`src/rtl/rast_pkg.sv`:
```
// rtl/rast_pkg.sv - shared types, constants and helpers for the rasterizer fill datapath
package rast_pkg;
    localparam int CMD_X_W      = 10;
    localparam int CMD_Y_W      = 9;
    localparam int CMD_COLOR_W  = 24;
    localparam int BURSTCOUNT_W = 8;
    localparam int PIXEL_W      = 32;

    typedef enum logic [2:0] {
        ST_IDLE,
        ST_CLIP,
        ST_ROW,
        ST_BURST,
        ST_NEXT_ROW,
        ST_FINISH
    } fill_state_e;

    function automatic int ppw_of(input int data_width);
        return data_width / PIXEL_W;
    endfunction

    // Frame buffer pixels are stored as {pad, B, G, R} with R in the low byte.
    function automatic logic [PIXEL_W-1:0] pack_pixel(input logic [CMD_COLOR_W-1:0] color);
        return {8'h00, color[7:0], color[15:8], color[23:16]};
    endfunction
endpackage

```
`src/rtl/rast_lane_mask.sv`:
```
// rtl/rast_lane_mask.sv - byteenable for a row-edge word: lanes >= offset (first) or <= offset (last)
module rast_lane_mask
    import rast_pkg::*;
#(
    parameter int PPW = 2
) (
    input  logic [$clog2(PPW)-1:0] lane_i,
    input  logic                   first_i,
    output logic [PPW*4-1:0]       be_o
);
    localparam int LANE_W = $clog2(PPW);

    always_comb begin
        be_o = '0;
        for (int i = 0; i < PPW; i++) begin
            if (first_i ? (LANE_W'(i) >= lane_i) : (LANE_W'(i) <= lane_i)) begin
                be_o[i*4 +: 4] = 4'hF;
            end
        end
    end
endmodule

```
`src/rtl/rect_fill_engine.sv`:
```
// rtl/rect_fill_engine.sv - clipped solid rectangle fill over a bursting memory write master
module rect_fill_engine
    import rast_pkg::*;
#(
    parameter int DATA_WIDTH = 64,
    parameter int ADDR_WIDTH = 29,
    parameter int FB_WIDTH   = 800,
    parameter int FB_HEIGHT  = 480,
    parameter int MAX_BURST  = 8
) (
    input  logic                    clock,
    input  logic                    reset,
    input  logic                    cmd_valid,
    output logic                    cmd_ready,
    input  logic [CMD_X_W-1:0]      cmd_x0,
    input  logic [CMD_X_W-1:0]      cmd_x1,
    input  logic [CMD_Y_W-1:0]      cmd_y0,
    input  logic [CMD_Y_W-1:0]      cmd_y1,
    input  logic [CMD_COLOR_W-1:0]  cmd_color,
    input  logic [ADDR_WIDTH-1:0]   cmd_base,
    output logic                    busy,
    output logic                    done,
    output logic [ADDR_WIDTH-1:0]   address,
    output logic [BURSTCOUNT_W-1:0] burstcount,
    output logic                    write,
    output logic [DATA_WIDTH-1:0]   writedata,
    output logic [DATA_WIDTH/8-1:0] byteenable,
    input  logic                    waitrequest
);
    localparam int PPW       = ppw_of(DATA_WIDTH);
    localparam int LANE_W    = $clog2(PPW);
    localparam int ROW_WORDS = FB_WIDTH / PPW;
    localparam int BE_W      = DATA_WIDTH / 8;

    typedef logic [CMD_X_W-1:0]      word_t;
    typedef logic [CMD_X_W:0]        span_t;
    typedef logic [CMD_Y_W-1:0]      row_t;
    typedef logic [BURSTCOUNT_W-1:0] bc_t;
    typedef logic [ADDR_WIDTH-1:0]   addr_t;
    typedef logic [BE_W-1:0]         be_t;

    fill_state_e state_q, state_d;
    word_t       x0_q, x1_q, cur_w_q, cur_w_d;
    row_t        y0_q, y1_q, y_q, y_d;
    logic [CMD_COLOR_W-1:0] color_q;
    addr_t       base_q, row_base_q, row_base_d, addr_q, addr_d;
    bc_t         bcount_q, bcount_d, beats_q, beats_d;
    logic        write_q, write_d;
    logic [DATA_WIDTH-1:0] wdata_q, wdata_d;
    be_t         be_q, be_d, mask_first, mask_last;

    word_t x1_clamp, first_w, last_w, next_w, sb_w;
    row_t  y1_clamp;
    addr_t row0_base, sb_base;
    logic  clip_empty, start_burst;
    bc_t   sb_len;

    assign x1_clamp   = (x1_q > word_t'(FB_WIDTH - 1)) ? word_t'(FB_WIDTH - 1) : x1_q;
    assign y1_clamp   = (y1_q > row_t'(FB_HEIGHT - 1)) ? row_t'(FB_HEIGHT - 1) : y1_q;
    assign first_w    = x0_q >> LANE_W;
    assign last_w     = x1_clamp >> LANE_W;
    assign clip_empty = (x0_q > x1_clamp) || (y0_q > y1_clamp);
    assign row0_base  = base_q + addr_t'(y0_q) * addr_t'(ROW_WORDS);
    assign next_w     = cur_w_q + word_t'(1);

    rast_lane_mask #(.PPW(PPW)) u_mask_first (
        .lane_i  (x0_q[LANE_W-1:0]),
        .first_i (1'b1),
        .be_o    (mask_first)
    );

    rast_lane_mask #(.PPW(PPW)) u_mask_last (
        .lane_i  (x1_clamp[LANE_W-1:0]),
        .first_i (1'b0),
        .be_o    (mask_last)
    );

    function automatic be_t word_be(input word_t w, input word_t fw, input word_t lw,
                                    input be_t mf, input be_t ml);
        be_t be;
        be = '1;
        if (w == fw) be = be & mf;
        if (w == lw) be = be & ml;
        return be;
    endfunction

    // Bursts are cut at the row end so a burst never wraps into the next row.
    function automatic bc_t burst_len(input word_t w, input word_t lw);
        span_t rem;
        rem = span_t'(lw) - span_t'(w) + span_t'(1);
        return (rem > span_t'(MAX_BURST)) ? bc_t'(MAX_BURST) : bc_t'(rem);
    endfunction

    always_comb begin
        state_d     = state_q;
        row_base_d  = row_base_q;
        y_d         = y_q;
        cur_w_d     = cur_w_q;
        addr_d      = addr_q;
        bcount_d    = bcount_q;
        beats_d     = beats_q;
        write_d     = write_q;
        wdata_d     = wdata_q;
        be_d        = be_q;
        start_burst = 1'b0;
        sb_base     = row_base_q;
        sb_w        = cur_w_q;
        sb_len      = burst_len(sb_w, last_w);

        case (state_q)
            ST_IDLE: begin
                if (cmd_valid) state_d = ST_CLIP;
            end
            // The first burst is set up directly from CLIP so the first beat lands at T+2.
            ST_CLIP: begin
                if (clip_empty) begin
                    state_d = ST_FINISH;
                end else begin
                    row_base_d  = row0_base;
                    y_d         = y0_q;
                    cur_w_d     = first_w;
                    wdata_d     = {PPW{pack_pixel(color_q)}};
                    start_burst = 1'b1;
                    sb_base     = row0_base;
                    sb_w        = first_w;
                    sb_len      = burst_len(first_w, last_w);
                end
            end
            ST_ROW: begin
                start_burst = 1'b1;
            end
            ST_BURST: begin
                if (!waitrequest) begin
                    cur_w_d = next_w;
                    beats_d = beats_q - bc_t'(1);
                    be_d    = word_be(next_w, first_w, last_w, mask_first, mask_last);
                    if (beats_q == bc_t'(1)) begin
                        write_d = 1'b0;
                        state_d = (next_w > last_w) ? ST_NEXT_ROW : ST_ROW;
                    end
                end
            end
            ST_NEXT_ROW: begin
                if (y_q == y1_clamp) begin
                    state_d = ST_FINISH;
                end else begin
                    y_d        = y_q + row_t'(1);
                    row_base_d = row_base_q + addr_t'(ROW_WORDS);
                    cur_w_d    = first_w;
                    state_d    = ST_ROW;
                end
            end
            ST_FINISH: begin
                state_d = ST_IDLE;
            end
            default: begin
                state_d = ST_IDLE;
            end
        endcase

        if (start_burst) begin
            addr_d   = sb_base + addr_t'(sb_w);
            bcount_d = sb_len;
            beats_d  = sb_len;
            write_d  = 1'b1;
            be_d     = word_be(sb_w, first_w, last_w, mask_first, mask_last);
            state_d  = ST_BURST;
        end
    end

    always_ff @(posedge clock or posedge reset) begin
        if (reset) begin
            state_q    <= ST_IDLE;
            x0_q       <= '0;
            x1_q       <= '0;
            y0_q       <= '0;
            y1_q       <= '0;
            color_q    <= '0;
            base_q     <= '0;
            row_base_q <= '0;
            y_q        <= '0;
            cur_w_q    <= '0;
            addr_q     <= '0;
            bcount_q   <= bc_t'(1);
            beats_q    <= '0;
            write_q    <= 1'b0;
            wdata_q    <= '0;
            be_q       <= '0;
        end else begin
            state_q    <= state_d;
            row_base_q <= row_base_d;
            y_q        <= y_d;
            cur_w_q    <= cur_w_d;
            addr_q     <= addr_d;
            bcount_q   <= bcount_d;
            beats_q    <= beats_d;
            write_q    <= write_d;
            wdata_q    <= wdata_d;
            be_q       <= be_d;
            if (state_q == ST_IDLE && cmd_valid) begin
                x0_q    <= cmd_x0;
                x1_q    <= cmd_x1;
                y0_q    <= cmd_y0;
                y1_q    <= cmd_y1;
                color_q <= cmd_color;
                base_q  <= cmd_base;
            end
        end
    end

    assign cmd_ready  = (state_q == ST_IDLE);
    assign busy       = (state_q != ST_IDLE);
    assign done       = (state_q == ST_FINISH);
    assign address    = addr_q;
    assign burstcount = bcount_q;
    assign write      = write_q;
    assign writedata  = wdata_q;
    assign byteenable = be_q;
endmodule

```
`config.mk`:
```
export PLATFORM = sky130hd
export DESIGN_NAME = rect_fill_engine
export DESIGN_NICKNAME = d
export VERILOG_FILES = /design/src/rtl/rast_pkg.sv /design/src/rtl/rast_lane_mask.sv /design/src/rtl/rect_fill_engine.sv
export SDC_FILE = /design/constraint.sdc
export NUM_CORES = 1
export LEC_CHECK = 0
export ABC_AREA = 1
export CORE_MARGIN = 1
export CORE_UTILIZATION = 50
export CTS_CLUSTER_DIAMETER = 80
export DETAILED_ROUTE_END_ITERATION = 10
export PLACE_DENSITY = 0.73
export RECOVER_POWER = 50
export SYNTH_ARGS = -nofsm -noshare
export SYNTH_HDL_FRONTEND = slang
export SYNTH_HIERARCHICAL = 1
export SYNTH_SLANG_ARGS = --single-unit
```
`constraint.sdc`:
```
create_clock -name clock -period 15.05 [get_ports clock]
set_input_delay 1.505 -clock clock [delete_from_list [all_inputs] [get_ports clock]]
set_output_delay 1.505 -clock clock [all_outputs]
set_load 0.005 [all_outputs]
```
==> results of run 1 <==
-- flip-flops by register name, summed over array words and instances, names as in the netlist, 10 cells and up --
register and cells:
x1_q 10, row_base_q 29, base_q 29, writedata 24, cur_w_q 10, address 29
color_q 24, x0_q 10
-- per-layer routing --
metal | wire length, µm | global-route usage [%]
met1 | 20900 | 36.7
met2 | 24100 | 51.6
met3 | 2460 | 2.86
met4 | 2370 | 12.6
met5 | 0 | 0
-- logic make-up (layout without fill, tap and decap cells) --
| group | count (synthesis) | in the layout | share of synthesized area [%] |
|---|---|---|---|
| muxes | 64 | 64 | 4.28 |
| buffers and inverters | 428 | 570 | 11.0 |
| and+or+nand+nor | 1183 | 1183 | 29.6 |
| xor gates and xnor gates | 62 | 62 | 3.22 |
| AOI/OAI and AO/OA | 280 | 280 | 9.52 |
| other | 2 | 20 | 0.0446 |
| DFF | 220 | 220 | 32.7 |
| adders and majority gates | 125 | 125 | 9.64 |
-- cell usage after synthesis, drive strengths merged (4+ instances only) --
| cell | n |
|---|---|
| nand4 | 42 |
| nor2 | 228 |
| o21ai | 100 |
| dfrtp | 219 |
| clkinv | 4 |
| nand3 | 125 |
| fa | 8 |
| buf | 78 |
| or2 | 12 |
| a21oi | 99 |
| clkbuf | 36 |
| o211ai | 13 |
| o22ai | 17 |
| nand3b | 7 |
| o221ai | 6 |
| nor4 | 7 |
| o21bai | 5 |
| inv | 310 |
| nor3 | 19 |
| mux2 | 64 |
| a31oi | 12 |
| xor2 | 51 |
| xnor2 | 11 |
| nand2 | 740 |
| a21o | 5 |
| ha | 117 |
-- cell type report --
class | count | area, µm² | share of cell area [%]
clock buffers | 36 | 782 | 3.94
flip-flops and latches | 220 | 5510 | 27.7
well taps | 442 | 553 | 2.79
inverters | 314 | 1180 | 5.94
clock inverters | 18 | 283 | 1.42
repair buffers | 202 | 1990 | 10.0
multi-input cells | 1734 | 9560 | 48.1
-- critical path: stages --
cell,delay [ns]
dlygate4sd3_1,0.55
clkinvlp_2,1.84
clkbuf_1,2.62
buf_4,1.14
-- per-stage QoR --
step / util (%) / worst slack (ns) / cells
finish: 60.4 / 7.76 / 2966
global placement: 57.2 / 9.25 / 2912
CTS: 60.5 / 8.99 / 2966
global route: 60.4 / 6.49 / 2966
detailed placement: 57.2 / 9.01 / 2912
floorplan: - / 7.53 / 2382
-- path summary, 6_finish.rpt --
kind / startpoint / end / slack (ns) / depth (start not counted)
max: reset / address[2]$_DFFE_PP0P_ / 7.76 / 4
min reg2reg: color_q[5]$_DFFE_PP0P_ / writedata[53]$_DFFE_PP0P_ / 0.46 / 2
min: color_q[5]$_DFFE_PP0P_ / writedata[53]$_DFFE_PP0P_ / 0.46 / 2
max in group clock: x1_q[8]$_DFFE_PP0P_ / address[24]$_DFFE_PP0P_ / 8.86 / 29
min in group asynchronous: reset / base_q[21]$_DFFE_PP0P_ / 2.35 / 2
max reg2reg: x1_q[8]$_DFFE_PP0P_ / address[24]$_DFFE_PP0P_ / 8.86 / 29
-- placed cells by master (no fill, tap or decap), types with 11 or more instances in the layout --
cell type	instances
conb_1	20
nor2_1	213
nand3_1	122
xnor2_1	11
o21ai_1	12
nor3_1	17
nand4_1	41
dfrtp_1	219
o22ai_1	17
clkbuf_16	29
mux2_2	64
nand2_1	725
or2_2	11
a31oi_1	12
a21oi_1	99
ha_1	117
xor2_1	51
clkdlybuf4s50_1	108
dlygate4sd3_1	83
o211ai_1	13
nand2_2	13
o21ai_0	85
inv_1	302
==> impl_metrics.json, run 1 <==
{
  "outcome": "finished with violations",
  "violations": "max-capacitance violations, max-slew violations",
  "finClkSkew_ns": 0.0369,
  "layout-drive-gt1-share_pct": 7.33,
  "grt_remaining_overflow": 0,
  "final_nets": 2721,
  "clock_latency_ns": 0.58,
  "fin_crit_sh_pct": 48.5,
  "hold_violations": 0,
  "ctsHoldBuffers": 0,
  "place.gp.congestion": 0.935,
  "cap_violations": 3,
  "min_path_type": "flip-flop to flip-flop",
  "die_w_um": 186,
  "io_pins": 208,
  "worst_pin_slew_ns": 3.59,
  "ys.flop_type": "dfrtp_1",
  "antenna_found_initial": 0,
  "dieArea_um2": 34400,
  "fillerInstances": 3082,
  "worstSetupStartpointType": "input pin",
  "ys_seq_area_share_pct": 32.7,
  "vias": 15800,
  "crit_path_max_fanout": 82,
  "wl_per_cell_um": 16.8,
  "cts_root_buf": "clkbuf_16",
  "cp.arrival_ns": 7.81,
  "max-clock-path-buffers": 3,
  "fin_area_um2": 19900,
  "ctsResizeCount": 0,
  "post_cts_buffers": 0,
  "ys_warn_count": 6,
  "cts_tree": "yes",
  "first_global_vias": 15300,
  "die_h_um": 186,
  "wirelength_um": 49800,
  "rsz0062_at_grt": "no",
  "slew_headroom_pct": -139,
  "vias_per_cell": 5.31,
  "core_um2": 32900,
  "cp-end-kind": "asynchronous set/reset pin",
  "dp_hpwl_um": 38200,
  "path_clk_slew_ns": 0.06,
  "numCtsBuffers": 29,
  "htree_levels": 1,
  "finalMaxSlewViolations": 199,
  "syn_area_per_cell_um2": 7.13,
  "syn_inst": 2364,
  "syn_area_um2": 16800,
  "synth_top_area_share_pct": 32.5,
  "grt_usage_pct": 29.4,
  "synth_area_leaders": "dfrtp_1, nand2_1, ha_1, inv_1, nor2_1",
  "grt_start_max_net_pins": 83,
  "crit_type": "input pin to asynchronous set/reset pin",
  "ys_ff_latch": 220,
  "antenna_left": 0,
  "cts.sinks": 220,
  "port_buffers": 191,
  "synth-edff-count": 0,
  "drc": 0,
  "setup_viol": 0,
  "syn_to_final_growth_pct": 17.8,
  "drt_iter0_drc": 1013,
  "grt_pass1_wl_um": 79900,
  "yosysUniqueCellTypes": 60,
  "async_flop_share_pct": 100,
  "synth_area_leader_cell": "dfrtp_1",
  "antenna_cells": 0,
  "dr.pass1.iters": 8,
  "holdWs_ns": 0.464,
  "fmax_mhz": 137,
  "cp.required_ns": 15.57,
  "rows": 66,
  "fin_tns_setup_ns": 0,
  "period_minus_slack_ns": 7.29,
  "initial_core_util_pct": 51.3,
  "postPlaceCellArea_um2": 18800
}
Power of run 1 is not shown: default switching activity piles up to over one toggle a cycle in this logic, so the estimate is an artifact.
==> run 2: changes to the inputs <==
Settings changed: PLACE_DENSITY 0.73 to 0.76.
Clock period 15.05 ns to 6.6 ns, I/O delays scaled along.
==> impl_metrics.json, run 2 (synthesis gave the netlist of run 1 again) <==
{
  "syn_to_final_growth_pct": 17.4,
  "cts.sinks": 220,
  "layout-drive-gt1-share_pct": 7.49,
  "cts_tree": "yes",
  "worstRegToRegCells": 34,
  "dp_hpwl_um": 37700,
  "violations": "max-capacitance violations, max-slew violations",
  "crit_path_max_fanout": 13,
  "wirelength_um": 49500,
  "die_w_um": 186,
  "drt_iter0_drc": 1162,
  "worstHoldEndpoint": "writedata[33]$_DFFE_PP0P_",
  "period_minus_slack_ns": 5.74,
  "worstSetupStartpointType": "flip-flop",
  "post_cts_buffers": 0,
  "rows": 66,
  "grt_usage_pct": 29.3,
  "drc": 0,
  "ctsResizeCount": 0,
  "slew_headroom_pct": -188,
  "holdPathStages": 2,
  "grt_pass1_wl_um": 79900,
  "critPathMaxStageDelay_ns": 0.44,
  "final_cell_mix": "nand2_1, inv_1, dfrtp_1, nor2_1, clkdlybuf4s50_1",
  "min_from": "color_q[17]$_DFFE_PP0P_",
  "antenna_cells": 0,
  "holdWs_ns": 0.459,
  "worst_pin_slew_ns": 4.32,
  "grt_remaining_overflow": 0,
  "cts_root_buf": "clkbuf_16",
  "fin_tns_setup_ns": 0,
  "antenna_found_initial": 0,
  "crit_slowest_cell": "dfrtp_1",
  "ctsHoldBuffers": 0,
  "fin_ws_ns": 0.859,
  "io_pins": 208,
  "postPlaceCellArea_um2": 18800,
  "cap_violations": 2,
  "outcome": "finished with violations",
  "place.gp.congestion": 1.02,
  "cp-end-kind": "flip-flop",
  "reg2reg_to": "address[24]$_DFFE_PP0P_",
  "vias": 16000,
  "clock_latency_ns": 0.55,
  "path_clk_slew_ns": 0.06,
  "fin_area_um2": 19800,
  "dr.pass1.iters": 6,
  "finalMaxSlewViolations": 200,
  "cp.required_ns": 7.03,
  "fmax_mhz": 174,
  "final_nets": 2723,
  "min_path_type": "flip-flop to flip-flop",
  "layout_commonest_cell": "nand2_1",
  "port_buffers": 191,
  "cp.arrival_ns": 6.17,
  "dieArea_um2": 34400,
  "first_global_vias": 15500,
  "htree_levels": 1,
  "grt_start_max_net_pins": 172,
  "hold_violations": 0,
  "crit_type": "flip-flop to flip-flop",
  "wl_per_cell_um": 16.7,
  "rrSetupSlack_ns": 0.86,
  "max-clock-path-buffers": 3,
  "timing.rr.start": "x1_q[9]$_DFFE_PP0P_",
  "place_ws_ns": 0.912,
  "die_h_um": 186,
  "fin_crit_sh_pct": 87.0,
  "vias_per_cell": 5.39,
  "setup_viol": 0,
  "core_um2": 32900,
  "cpMostUsedCell": "nand2_1",
  "antenna_left": 0,
  "finClkSkew_ns": 0.0109,
  "rsz0062_at_grt": "no",
  "initial_core_util_pct": 51.3,
  "numCtsBuffers": 27
}
-- run 2: how the worst max path moves through the flow --
stage,start,to,slack (ns),cells past startpoint
final,x1_q[9]$_DFFE_PP0P_,address[24]$_DFFE_PP0P_,0.86,34
after global routing,reset,row_base_q[1]$_DFFE_PP0P_,0.19,3
after CTS,x1_q[9]$_DFFE_PP0P_,address[24]$_DFFE_PP0P_,0.88,34
after floorplan,x1_q[8]$_DFFE_PP0P_,address[24]$_DFFE_PP0P_,1.48,35
after detailed placement,x1_q[9]$_DFFE_PP0P_,address[24]$_DFFE_PP0P_,0.91,34
after global placement,x1_q[9]$_DFFE_PP0P_,address[24]$_DFFE_PP0P_,0.91,34
-- run 2: cell type report --
| type | count | area, µm² |
|---|---|---|
| clock buffer | 29 | 703 |
| timing repair buffer | 206 | 2020 |
| inverter | 314 | 1180 |
| clock inverter | 21 | 253 |
| multi-input combinational | 1734 | 9560 |
| fill | 3121 | 13100 |
| sequential | 220 | 5510 |
| tap | 442 | 553 |
-- run 2: per-stage QoR --
step / util (%) / instances
3_3_place_gp: 57.3 / 2916
3_5_place_dp: 57.3 / 2916
2_1_floorplan: - / 2382
5_1_grt: 60.2 / 2966
6_report: 60.2 / 2966
4_1_cts: 60.2 / 2966
-- run 2: worst max-delay path, delay by kind of cell, from the launching register on --
family / cells / cell delay, ns
buf+inv: 6 / 0.75
fa+ha+maj: 3 / 1.00
simple gates: 20 / 2.50
compound gates: 5 / 0.91
flops: 1 / 0.44
-- run 2: metal layers --
| metal | share of wire, % | track usage (%) | vias to the layer above |
|---|---|---|---|
| met5 | 0 | 0 | - |
| met4 | 4.5 | 12.5 | 0 |
| met3 | 5.4 | 2.62 | 119 |
| met2 | 49 | 51.7 | 562 |
| met1 | 41 | 36.6 | 7503 |
| li1 | - | - | 7806 |
Power of run 2 is left out for the same reason.
==> run 3: changes to the inputs <==
Settings changed: DONT_BUFFER_PORTS from default to 1, PLACE_DENSITY 0.76 to 0.68.
==> impl_metrics.json, run 3 (synthesis gave the netlist of run 1 again) <==
{
  "outcome": "finished with violations",
  "violations": "max-capacitance violations, max-slew violations",
  "first_global_vias": 14300,
  "hold_violations": 0,
  "wirelength_um": 48800,
  "path_delay_family": "simple AND/OR/NAND/NOR gates",
  "critPathMaxStageDelay_ns": 0.57,
  "fin_tns_setup_ns": 0,
  "antenna_left": 0,
  "rrSetupSlack_ns": 0.85,
  "timing.rr.start": "x1_q[8]$_DFFE_PP0P_",
  "wl_per_cell_um": 17.6,
  "cts.sinks": 220,
  "place.gp.congestion": 0.980,
  "layout_commonest_cell": "nand2_1",
  "core_um2": 32900,
  "port_buffers": 0,
  "cp.arrival_ns": 6.20,
  "cp.required_ns": 7.05,
  "grt.met2_usage_pct": 49.0,
  "cp-end-kind": "flip-flop",
  "worstRegToRegCells": 29,
  "fin_area_um2": 17900,
  "dieArea_um2": 34400,
  "die_h_um": 186,
  "fin_ws_ns": 0.847,
  "vias_per_cell": 5.43,
  "fmax_mhz": 174,
  "grt_remaining_overflow": 0,
  "use_met1_pct": 34.9,
  "drc": 0,
  "cts_tree": "yes",
  "path_clk_slew_ns": 0.07,
  "worstSetupStartpointType": "flip-flop",
  "rsz0062_at_grt": "no",
  "initial_core_util_pct": 51.3,
  "syn_to_final_growth_pct": 6.16,
  "worst-path-buf-inv": 4,
  "htree_levels": 1,
  "startpoint": "x1_q[8]$_DFFE_PP0P_",
  "grt_busiest_layer": "met2",
  "ctsHoldBuffers": 0,
  "crit_path_max_fanout": 23,
  "dp_hpwl_um": 37400,
  "reg2reg_to": "address[22]$_DFFE_PP0P_",
  "place_ws_ns": 0.556,
  "clock_latency_ns": 0.56,
  "post_cts_buffers": 0,
  "numCtsBuffers": 28,
  "ctsResizeCount": 0,
  "slew_headroom_pct": -171,
  "max-clock-path-buffers": 3,
  "finalMaxSlewViolations": 196,
  "antenna_found_initial": 0,
  "layout-drive-gt1-share_pct": 7.89,
  "grt_usage_pct": 28.5,
  "rows": 66,
  "cap_violations": 2,
  "postPlaceCellArea_um2": 16900,
  "cts_root_buf": "clkbuf_16",
  "crit_slowest_cell": "a311oi_2",
  "final_cell_mix": "nand2_1, inv_1, dfrtp_1, nor2_1, nand3_1",
  "fin_crit_sh_pct": 87.2,
  "crit_type": "flip-flop to flip-flop",
  "use_met3_pct": 3.80,
  "io_pins": 208,
  "grt_start_max_net_pins": 159,
  "drt_iter0_drc": 954,
  "grt_pass1_wl_um": 76500,
  "period_minus_slack_ns": 5.75,
  "vias": 15100,
  "dr.pass1.iters": 5,
  "fillerInstances": 3225,
  "finClkSkew_ns": 0.0136,
  "die_w_um": 186,
  "setup_viol": 0,
  "min_path_type": "input pin to asynchronous set/reset pin",
  "final_nets": 2530,
  "worst_pin_slew_ns": 4.06
}
[run 3: worst max path at each step]
stage,depth (start not counted),endpoint,slack (ns)
floorplan,35,address[24]$_DFFE_PP0P_,1.48
global placement,33,address[24]$_DFFE_PP0P_,0.78
detailed placement,29,address[24]$_DFFE_PP0P_,0.56
CTS,29,address[24]$_DFFE_PP0P_,0.56
global route,34,address[24]$_DFFE_PP0P_,0.15
finish,29,address[22]$_DFFE_PP0P_,0.85
[run 3: per-layer routing]
| metal | part of all wire [%] | vias up |
|---|---|---|
| li1 | - | 7422 |
| met5 | 0 | - |
| met3 | 5.5 | 125 |
| met1 | 41 | 7032 |
| met2 | 48 | 498 |
| met4 | 5.1 | 0 |
[run 3: area by class of cell]
class / count / area (µm²) / share of cell area [%]
tap: 442 / 553 / 3.09
clock inverter: 13 / 193 / 1.08
inverter: 314 / 1180 / 6.60
clock buffer: 38 / 798 / 4.46
timing repair buffer: 12 / 83.8 / 0.469
antenna: 2 / 5.00 / 0.0280
sequential: 220 / 5510 / 30.8
multi-input combinational: 1734 / 9570 / 53.5
[run 3: through the flow]
| step | cells | util (%) | hold WS, ns |
|---|---|---|---|
| 3_3_place_gp | 2722 | 51.4 | 0.442 |
| 4_1_cts | 2773 | 54.5 | 0.0420 |
| 3_5_place_dp | 2722 | 51.4 | 0.448 |
| 2_1_floorplan | 2382 | - | 0.436 |
| 6_report | 2775 | 54.4 | 0.226 |
| 5_1_grt | 2773 | 54.4 | 0.228 |
Power of run 3 is left out for the same reason.
